**src/rtl/aes_enc_stream_ctrl_if.sv**
```systemverilog
// aes_enc_stream_ctrl_if: 32-bit input and output valid/ready word streams
interface aes_enc_stream_ctrl_if;
  logic [31:0] s_data;
  logic        s_key;
  logic        s_valid;
  logic        s_ready;
  logic [31:0] m_data;
  logic        m_valid;
  logic        m_ready;
  modport master (output s_data, s_key, s_valid, m_ready, input s_ready, m_data, m_valid);
  modport slave  (input s_data, s_key, s_valid, m_ready, output s_ready, m_data, m_valid);
endinterface

```
**src/rtl/aes_enc_stream_ctrl.sv**
```systemverilog
// aes_enc_stream_ctrl: gathers key/plaintext words, runs the AES core, streams out the cipher words
module aes_enc_stream_ctrl #(
  parameter int ENC_LATENCY = 32,
  parameter int CNT_W       = 8
) (
  input  logic                        clk,
  input  logic                        reset,
  aes_enc_stream_ctrl_if.slave        io,
  output logic [127:0]                key_in,
  output logic                        set_new_key,
  output logic                        restart,
  output logic [127:0]                plain_text,
  output logic                        start,
  input  logic [127:0]                cipher_text,
  output logic                        busy,
  output logic                        drop,
  output logic                        err
);
  typedef enum logic [2:0] {COLLECT, KEY_LOAD, START, WAIT, DRAIN} state_t;
  state_t       state_q, state_d;
  logic [1:0]   cnt_q, cnt_d, idx_q, idx_d;
  logic         grp_q, grp_d, kv_q, kv_d, drop_q, drop_d, err_q, err_d;
  logic [95:0]  buf_q, buf_d;
  logic [127:0] key_q, key_d, pt_q, pt_d, cap_q, cap_d;
  logic [CNT_W-1:0] lat_q, lat_d;
  logic         accept, brk;
  assign io.s_ready  = state_q == COLLECT;
  assign io.m_valid  = state_q == DRAIN;
  assign io.m_data   = state_q == DRAIN ? 32'(cap_q >> {~idx_q, 5'd0}) : 32'd0;
  assign accept      = io.s_valid && io.s_ready;
  assign brk         = cnt_q != 2'd0 && io.s_key != grp_q;
  assign key_in      = key_q;
  assign plain_text  = pt_q;
  assign set_new_key = state_q == KEY_LOAD;
  assign start       = state_q == START;
  assign restart     = 1'b0;
  assign busy        = state_q != COLLECT;
  assign drop        = drop_q;
  assign err         = err_q;
  // next state: word gathering, key/start sequencing, latency countdown and output drain
  always_comb begin
    state_d = state_q;
    cnt_d   = cnt_q;
    idx_d   = idx_q;
    grp_d   = grp_q;
    kv_d    = kv_q;
    buf_d   = buf_q;
    key_d   = key_q;
    pt_d    = pt_q;
    cap_d   = cap_q;
    lat_d   = lat_q;
    drop_d  = 1'b0;
    err_d   = 1'b0;
    unique case (state_q)
      COLLECT: if (accept) begin
        err_d = brk;
        grp_d = (cnt_q == 2'd0 || brk) ? io.s_key : grp_q;
        buf_d = {buf_q[63:0], io.s_data};
        cnt_d = brk ? 2'd1 : cnt_q + 2'd1;
        if (!brk && cnt_q == 2'd3) begin
          if (io.s_key) begin
            key_d   = {buf_q, io.s_data};
            state_d = KEY_LOAD;
          end else begin
            pt_d    = {buf_q, io.s_data};
            state_d = kv_q ? START : COLLECT;
            drop_d  = !kv_q;
          end
        end
      end
      KEY_LOAD: begin
        kv_d    = 1'b1;
        state_d = COLLECT;
      end
      START: begin
        lat_d   = CNT_W'(ENC_LATENCY - 1);
        state_d = WAIT;
      end
      WAIT: begin
        lat_d   = lat_q == '0 ? lat_q : lat_q - CNT_W'(1);
        cap_d   = lat_q == '0 ? cipher_text : cap_q;
        idx_d   = 2'd0;
        state_d = lat_q == '0 ? DRAIN : WAIT;
      end
      DRAIN: if (io.m_ready) begin
        idx_d   = idx_q + 2'd1;
        state_d = idx_q == 2'd3 ? COLLECT : DRAIN;
      end
      default: state_d = COLLECT;
    endcase
  end
  // state registers with synchronous reset
  always_ff @(posedge clk) begin
    if (reset) begin
      state_q <= COLLECT;
      cnt_q   <= '0;
      idx_q   <= '0;
      grp_q   <= 1'b0;
      kv_q    <= 1'b0;
      buf_q   <= '0;
      key_q   <= '0;
      pt_q    <= '0;
      cap_q   <= '0;
      lat_q   <= '0;
      drop_q  <= 1'b0;
      err_q   <= 1'b0;
    end else begin
      state_q <= state_d;
      cnt_q   <= cnt_d;
      idx_q   <= idx_d;
      grp_q   <= grp_d;
      kv_q    <= kv_d;
      buf_q   <= buf_d;
      key_q   <= key_d;
      pt_q    <= pt_d;
      cap_q   <= cap_d;
      lat_q   <= lat_d;
      drop_q  <= drop_d;
      err_q   <= err_d;
    end
  end
endmodule
```
**src/flat_wrapper.sv**
```systemverilog
// flat-port wrapper written by rule: the top's interface ports become plain ports
module aes_enc_stream_ctrl_flat 
#(
  parameter int ENC_LATENCY = 32,
  parameter int CNT_W       = 8
)
  (clk, reset, key_in, set_new_key, restart, plain_text, start, cipher_text, busy, drop, err, io_s_data, io_s_key, io_s_valid, io_m_ready, io_s_ready, io_m_data, io_m_valid);
  aes_enc_stream_ctrl_if io_i ();
  input  logic clk;
  input  logic reset;
  output logic [127:0] key_in;
  output logic set_new_key;
  output logic restart;
  output logic [127:0] plain_text;
  output logic start;
  input  logic [127:0] cipher_text;
  output logic busy;
  output logic drop;
  output logic err;
  input wire logic [$bits(io_i.s_data)-1:0] io_s_data;
  input wire logic [$bits(io_i.s_key)-1:0] io_s_key;
  input wire logic [$bits(io_i.s_valid)-1:0] io_s_valid;
  input wire logic [$bits(io_i.m_ready)-1:0] io_m_ready;
  output wire logic [$bits(io_i.s_ready)-1:0] io_s_ready;
  output wire logic [$bits(io_i.m_data)-1:0] io_m_data;
  output wire logic [$bits(io_i.m_valid)-1:0] io_m_valid;
  assign io_i.s_data = io_s_data;
  assign io_i.s_key = io_s_key;
  assign io_i.s_valid = io_s_valid;
  assign io_i.m_ready = io_m_ready;
  assign io_s_ready = io_i.s_ready;
  assign io_m_data = io_i.m_data;
  assign io_m_valid = io_i.m_valid;
  aes_enc_stream_ctrl #(.ENC_LATENCY(ENC_LATENCY), .CNT_W(CNT_W)) u_core (.clk(clk), .reset(reset), .io(io_i), .key_in(key_in), .set_new_key(set_new_key), .restart(restart), .plain_text(plain_text), .start(start), .cipher_text(cipher_text), .busy(busy), .drop(drop), .err(err));
endmodule
```
**config.mk**
```make
export PLATFORM = sky130hd
export DESIGN_NAME = aes_enc_stream_ctrl_flat
export DESIGN_NICKNAME = d
export VERILOG_FILES = /design/src/rtl/aes_enc_stream_ctrl_if.sv /design/src/rtl/aes_enc_stream_ctrl.sv /design/src/flat_wrapper.sv
export SDC_FILE = /design/constraint.sdc
export NUM_CORES = 1
export LEC_CHECK = 0
export CAP_MARGIN = 10
export CORE_MARGIN = 2
export CORE_UTILIZATION = 49
export DETAILED_ROUTE_END_ITERATION = 8
export PLACE_DENSITY_LB_ADDON = 0.05
export SLEW_MARGIN = 20
export SYNTH_ARGS = -nofsm -noshare
export SYNTH_HDL_FRONTEND = slang
export SYNTH_SLANG_ARGS = --single-unit
```
**constraint.sdc**
```tcl
create_clock -name clk -period 2.4 [get_ports clk]
set_clock_uncertainty 0.2 [all_clocks]
set_input_delay 0.48 -clock clk [delete_from_list [all_inputs] [get_ports clk]]
set_output_delay 0.48 -clock clk [all_outputs]
set_load 0.02 [all_outputs]
```
==> results of run 1 <==
worst max path at each step:
| stage | startpoint | end |
|---|---|---|
| finish | u_core.idx_q[1]$_SDFFE_PP0P_ | io_m_data[20] |
| global route | u_core.idx_q[1]$_SDFFE_PP0P_ | io_m_data[20] |
| CTS | u_core.idx_q[1]$_SDFFE_PP0P_ | io_m_data[4] |
| detailed placement | io_s_valid | u_core.plain_text[115]$_SDFFE_PP0P_ |
| global placement | io_s_valid | u_core.plain_text[127]$_SDFFE_PP0P_ |
| floorplan | u_core.idx_q[1]$_SDFFE_PP0P_ | io_m_data[10] |
registers in the layout (all words and copies together), names as in the netlist:
register / cells
u_core.lat_q: 8
u_core.state_q: 3
u_core.plain_text: 128
u_core.err: 1
u_core.grp_q: 1
u_core.cap_q: 128
u_core.buf_q: 96
u_core.idx_q: 2
u_core.drop: 1
u_core.kv_q: 1
u_core.key_in: 128
u_core.cnt_q: 2
power by group:
| part | internal [mW] | switching [mW] |
|---|---|---|
| clock network | 4.58 | 3.25 |
| registers | 8.35 | 0.107 |
| logic | 0.364 | 0.369 |
area by class of cell:
cell class / instances / area, um2
Clock buffer: 74 / 1473
Inverter: 6 / 22.52
Antenna cell: 3 / 7.507
Timing Repair Buffer: 538 / 5697
Fill cell: 3001 / 11160
Multi-Input combinational cell: 1588 / 7659
Clock inverter: 20 / 186.4
Tap cell: 468 / 585.6
Sequential cell: 499 / 9993
stage by stage:
step | TNS, ns | hold slack, ns | cell area, um2 | util, %
after floorplan | 0 | 0.2203 | 18370 | -
after global placement | -28.86 | 0.2395 | 23660 | 64.32
after detailed placement | -51.69 | 0.2439 | 23660 | 64.32
after CTS | -11.11 | 0.1455 | 25430 | 69.13
after global routing | -10.03 | 0.1748 | 25620 | 69.66
final | -8.262 | 0.1499 | 25620 | 69.66
synth_stat cells (all sizes together):
master	instances
o2111a	1
ha	4
mux4	32
a21boi	2
mux2i	3
a21o	1
o211ai	2
and3	1
and4b	2
a311oi	2
o2111ai	2
nand4b	1
a211oi	3
and3b	1
and2	33
inv	6
nand2b	1
nand3	4
dfxtp	499
nor3b	3
a21oi	490
nor4b	2
buf	73
nand2	969
mux2	1
nor2	7
nor2b	1
o21ai	1
nor4	3
and4	1
conb	1
clkbuf	104
nor3	8
xnor2	1
nand3b	5
worst max-delay path: cells and delay by family (launching register included):
family / cells / cell delay [ns]
buffers and inverters: 3 / 0.43
DFF: 1 / 0.42
muxes: 1 / 0.49
and+or+nand+nor: 1 / 0.17
per-layer routing:
metal | share of wire [%] | up-vias | wire length, um
met5 | 0 | - | 0
met4 | 2.6 | 0 | 1499
met3 | 8.5 | 90 | 4898
met2 | 46 | 577 | 26730
met1 | 43 | 8049 | 24610
li1 | - | 8227 | -
timing repair:
| action | 4_1_cts | 5_1_grt |
|---|---|---|
| pin swaps | 3 | 22 |
| setup buffers | 7 | 7 |
| gates cloned | 1 | 2 |
| setup endpoints to repair | 37 | 34 |
| gates resized for setup | 156 | 74 |
cells by family after synthesis:
family                     synth area share, %
and+or+nand+nor                          22.52
DFF                                      54.38
AOI/OAI and AO/OA                        13.98
buffers and inverters                    4.632
adders and majority gates               0.2725
muxes                                    4.148
other                                  0.02041
xor gates and xnor gates               0.04769
==> reports/qor.yml, run 1 <==
status:
  status: "finished, violations left"
  violations: "negative setup slack"
setup_path:
  crit_type: "flop to primary output"
  reg2reg_depth: 8
  reg2reg_to: "u_core.cap_q[26]$_SDFFE_PP0P_"
  crit-reg2reg-launch: "u_core.lat_q[0]$_SDFFE_PP0P_"
  cp_data_required_time_ns: 1.72
  r2r_slack_ns: 0.11
  slowest_stage: "mux4_2"
  crit_top_cell: "buf_12"
  critPathMaxStageDelay_ns: 0.49
  start_kind: "flop"
  cp_cell_sequence: "buf_12 -> buf_12 -> mux4_2 -> and2_1 -> buf_2"
  arrival_ns: 2.09
  endpoint_kind: "primary output"
  critPathMaxFanout: 9
final_layout:
  final_cell_mix: "nand2_1, dfxtp_1, a21oi_1"
  drive_gt1_share_pct: 9.872
  final_common_cell: "nand2_1"
  fin_nets: 2853
  syn2layout_area_growth_pct: 39.49
  fin_cells: 3196
detailed_routing:
  wire_per_inst_um: 18.07
  viasPerCell: 5.301
  route.detailed.drc: 0
  vias: 16940
  ant_nets: 0
  firstDrtPassIters: 6
  wl_mm: 57.74
  drtIter0Drc: 1214
timing:
  worst_slack_ns: -0.3686
  fin_crit_sh_pct: 115.4
  hold_viol: 0
  rsz0062_at_grt: "yes"
  setup_viol: 32
  max_freq_mhz: 361.2
  timing_worst_slew_pin_value_ns: 0.6042
  slew_headroom_pct: 59.72
  period_minus_slack_ns: 2.769
  slew_violations: 0
grt:
  met3_usage_pct: 6.864
  met2_usage_pct: 46.17
  use_met1_pct: 38.28
  grt.busiest_layer: "met2"
  grt_pass1_vias: 16090
  gr-usage-all-layers_pct: 28.63
  antenna_found_initial: 4
  grt_max_degree: 130
  grt_pass1_wl_mm: 88.38
  grt-ovfl-total: 0
floorplanning:
  dieArea_um2: 39050
  die_x_um: 197.6
  rows: 70
  ios: 461
  die_h_um: 197.6
  start_util_pct: 49.94
  core_area_um2: 36790
placement:
  hpwl_mm: 39.19
  port_buffers: 459
  gp_congestion: 0.8253
  pre_cts_ws_ns: -0.2659
  dp.cells: 3083
synthesis:
  synthTopCellsByArea: "dfxtp_1, nand2_1, a21oi_1, mux4_2, clkbuf_1"
  syn_area_per_cell_um2: 8.092
  synth_warnings: 0
  synth-seq-area-share_pct: 54.38
  yosys.cell_types.count: 41
  synth_top_area_share_pct: 54.38
  yosys.area.top_type: "dfxtp_1"
  synthesis.area_um2: 18370
  ys_seq_elements: 499
  syn-num-nets: 2439
  synthCells: 2270
min_path:
  min_from: "reset"
  min_to: "u_core.cap_q[29]$_SDFFE_PP0P_"
  min_path_cells: 2
  holdCritPathClass: "input pin to flop"
cts:
  cts_sinks: 499
  cts_hold_buf: 0
  clock_latency_ns: 0.58
  cts_tree: "done"
  cts_buffer_depth: 3
  cts_buffers: 51
  clockRootBuffer: "clkbuf_16"
  htreeDepth: 2
  path_clk_slew_ns: 0.06
run:
  drv_cap: 0
power_and_ir_drop:
  power_mw: 17.02
  p_per_area_nw_per_um2: 664.2
  irDropWorstVdd_mv: 0.5770
  p_leak_nw: 8.696
No activity file was read; power rests on OpenSTA's default activity.
==> inputs of run 2 (changes only) <==
--- a/constraint.sdc
+++ b/constraint.sdc
@@ -4,2 +4,2 @@
 set_output_delay 0.48 -clock clk [all_outputs]
-set_load 0.02 [all_outputs]
+set_load 0.1 [all_outputs]
==> reports/qor.yml, run 2 (same netlist as run 1, synthesis figures left out) <==
detailed_routing:
  wl_met1_mm: 24.18  # was 24.61 mm
  viasPerCell: 5.308  # was 5.301
  top_layer_used: "met5"  # was met4
  met2WireLength_mm: 26.47  # was 26.73 mm
  ant_nets: 0  # unchanged
  wl_met3_mm: 5.276  # was 4.898 mm
  vias: 16910  # was 16940
  firstDrtPassIters: 5  # was 6
  wl_mm: 57.93  # was 57.74 mm
  wire_per_inst_um: 18.19  # was 18.07 um
  drtIter0Drc: 1033  # was 1214
  route.detailed.drc: 0  # unchanged
setup_path:
  endpoint_kind: "primary output"  # unchanged
  cp_data_required_time_ns: 1.72  # about the same
  reg2reg_depth: 11  # was 8
  crit_type: "flop to primary output"  # unchanged
  critPathMaxFanout: 8  # was 9
  start_kind: "flop"  # unchanged
  arrival_ns: 2.04  # was 2.09 ns
timing:
  rsz0062_at_grt: "yes"  # unchanged
  max_freq_mhz: 367.1  # was 361.2 MHz
  fin_crit_sh_pct: 113.5  # was 115.4%
  period_minus_slack_ns: 2.724  # was 2.769 ns
  setup_viol: 33  # was 32
  slew_violations: 0  # unchanged
  timing_worst_slew_pin_value_ns: 0.5983  # was 0.6042 ns
  slew_headroom_pct: 60.11  # was 59.72%
  hold_viol: 0  # unchanged
  hold_slack_ns: 0.1330  # was 0.1499 ns
  worst_slack_ns: -0.3241  # was -0.3686 ns
power_and_ir_drop:
  irDropWorstVdd_mv: 0.5841  # was 0.5770 mV
  p_per_area_nw_per_um2: 686.2  # was 664.2 nW/um2
  power_mw: 17.35  # was 17.02 mW
  p_leak_nw: 9.265  # was 8.696 nW
placement:
  gp_congestion: 0.8262  # was 0.8253
  port_buffers: 459  # unchanged
  hpwl_mm: 39.08  # was 39.19 mm
  place_area_um2: 23300  # was 23660 um2
  pre_cts_ws_ns: -0.1419  # was -0.2659 ns
final_layout:
  syn2layout_area_growth_pct: 37.64  # was 39.49%
  stdcell_area_um2: 25280  # was 25620 um2
  drive_gt1_share_pct: 19.61  # was 9.872%
  final_common_cell: "nand2_1"  # unchanged
  final_cell_mix: "nand2_1, dfxtp_1, a21oi_1"  # unchanged
  fin_nets: 2840  # was 2853
  fill_cells: 3042  # was 3001
  final_util_pct: 68.73  # was 69.66%
cts:
  cts_tree: "done"  # unchanged
  cts_buffers: 51  # unchanged
  path_clk_slew_ns: 0.06  # about the same
  clockRootBuffer: "clkbuf_16"  # unchanged
  htreeDepth: 2  # unchanged
  clock_latency_ns: 0.59  # was 0.58 ns
  cts_sinks: 499  # unchanged
  cts_buffer_depth: 3  # unchanged
grt:
  grt_pass1_wl_mm: 87.91  # was 88.38 mm
  grt_pass1_vias: 15960  # was 16090
  grt_max_degree: 130  # unchanged
  grt-ovfl-total: 0  # unchanged
  gr-usage-all-layers_pct: 28.75  # was 28.63%
  antenna_found_initial: 5  # was 4
status:
  violations: "negative setup slack"  # unchanged
  status: "finished, violations left"  # unchanged
floorplanning:
  core_area_um2: 36790  # unchanged
  dieArea_um2: 39050  # unchanged
  die_x_um: 197.6  # unchanged
  die_h_um: 197.6  # unchanged
  rows: 70  # unchanged
  ios: 461  # unchanged
  start_util_pct: 49.94  # unchanged
run:
  drv_cap: 0  # unchanged
min_path:
  min_path_cells: 2  # unchanged
  holdCritPathClass: "input pin to flop"  # unchanged
## run 2: changes by cell type in the layout (fill, tap and decap cells not counted), moves of 10 or more
cell | before | now
buf_12 | 38 | 64
and2_4 | 23 | 33
buf_6 | 27 | 3
buf_4 | 34 | 290
and2_1 | 10 | 0
clkdlybuf4s50_1 | 421 | 163
buf_2 | 11 | 0
## run 2: cell type report
type	instances	area, um2	share of cell area [%]
timing repair buffer	525	5246	20.75
clock buffer	72	1486	5.879
sequential	499	10000	39.56
clock inverter	23	240.2	0.9502
multi-input combinational	1588	7690	30.42
antenna	4	10.01	0.03959
tap	468	585.6	2.316
inverter	6	22.52	0.08908
## run 2: path summary, 6_finish.rpt
| kind | from | end | slack [ns] |
|---|---|---|---|
| worst max-delay path | u_core.idx_q[1]$_SDFFE_PP0P_ | io_m_data[28] | -0.32 |
| worst min-delay path | reset | u_core.cap_q[63]$_SDFFE_PP0P_ | 0.13 |
| worst max register to register | u_core.state_q[2]$_SDFFE_PP0P_ | u_core.buf_q[55]$_SDFFE_PP0P_ | 0.11 |
| worst min register to register | u_core.key_in[103]$_SDFFE_PP0P_ | u_core.key_in[103]$_SDFFE_PP0P_ | 0.25 |
## run 2: timing repair
| item | CTS | global route |
|---|---|---|
| setup buffers | 12 | 0 |
| pin swaps | 12 | 11 |
| gates cloned | 3 | 1 |
| endpoints found under the setup margin | 37 | 35 |
| gates resized for setup | 19 | 2 |
| hold buffers | 0 | 0 |
## run 2: per-layer routing
layer | vias up | track usage, %
li1 | 8199 | -
met1 | 7950 | 37.53
met2 | 644 | 45.51
met3 | 111 | 8.127
met4 | 2 | 10.53
met5 | - | 0
## run 2: metrics by stage
stage          TNS, ns  std cells
2_1_floorplan   -1.006       2270
3_3_place_gp    -15.78       3071
3_5_place_dp    -28.67       3071
4_1_cts         -10.63       3181
5_1_grt         -10.80       3185
6_report        -9.240       3185
## run 2: where the power goes
| part | internal [mW] | leakage [nW] | switching, mW |
|---|---|---|---|
| Clock | 4.76 | 0.862 | 3.36 |
| Sequential | 8.35 | 4.03 | 0.105 |
| Combinational | 0.358 | 4.37 | 0.424 |
| Total | 13.5 | 9.27 | 3.89 |
## run 2: critical path: stages (launching register included)
cell and delay (ns):
dfxtp_4 0.42, clkbuf_16 0.20, mux4_2 0.50, and2_4 0.18, buf_12 0.16
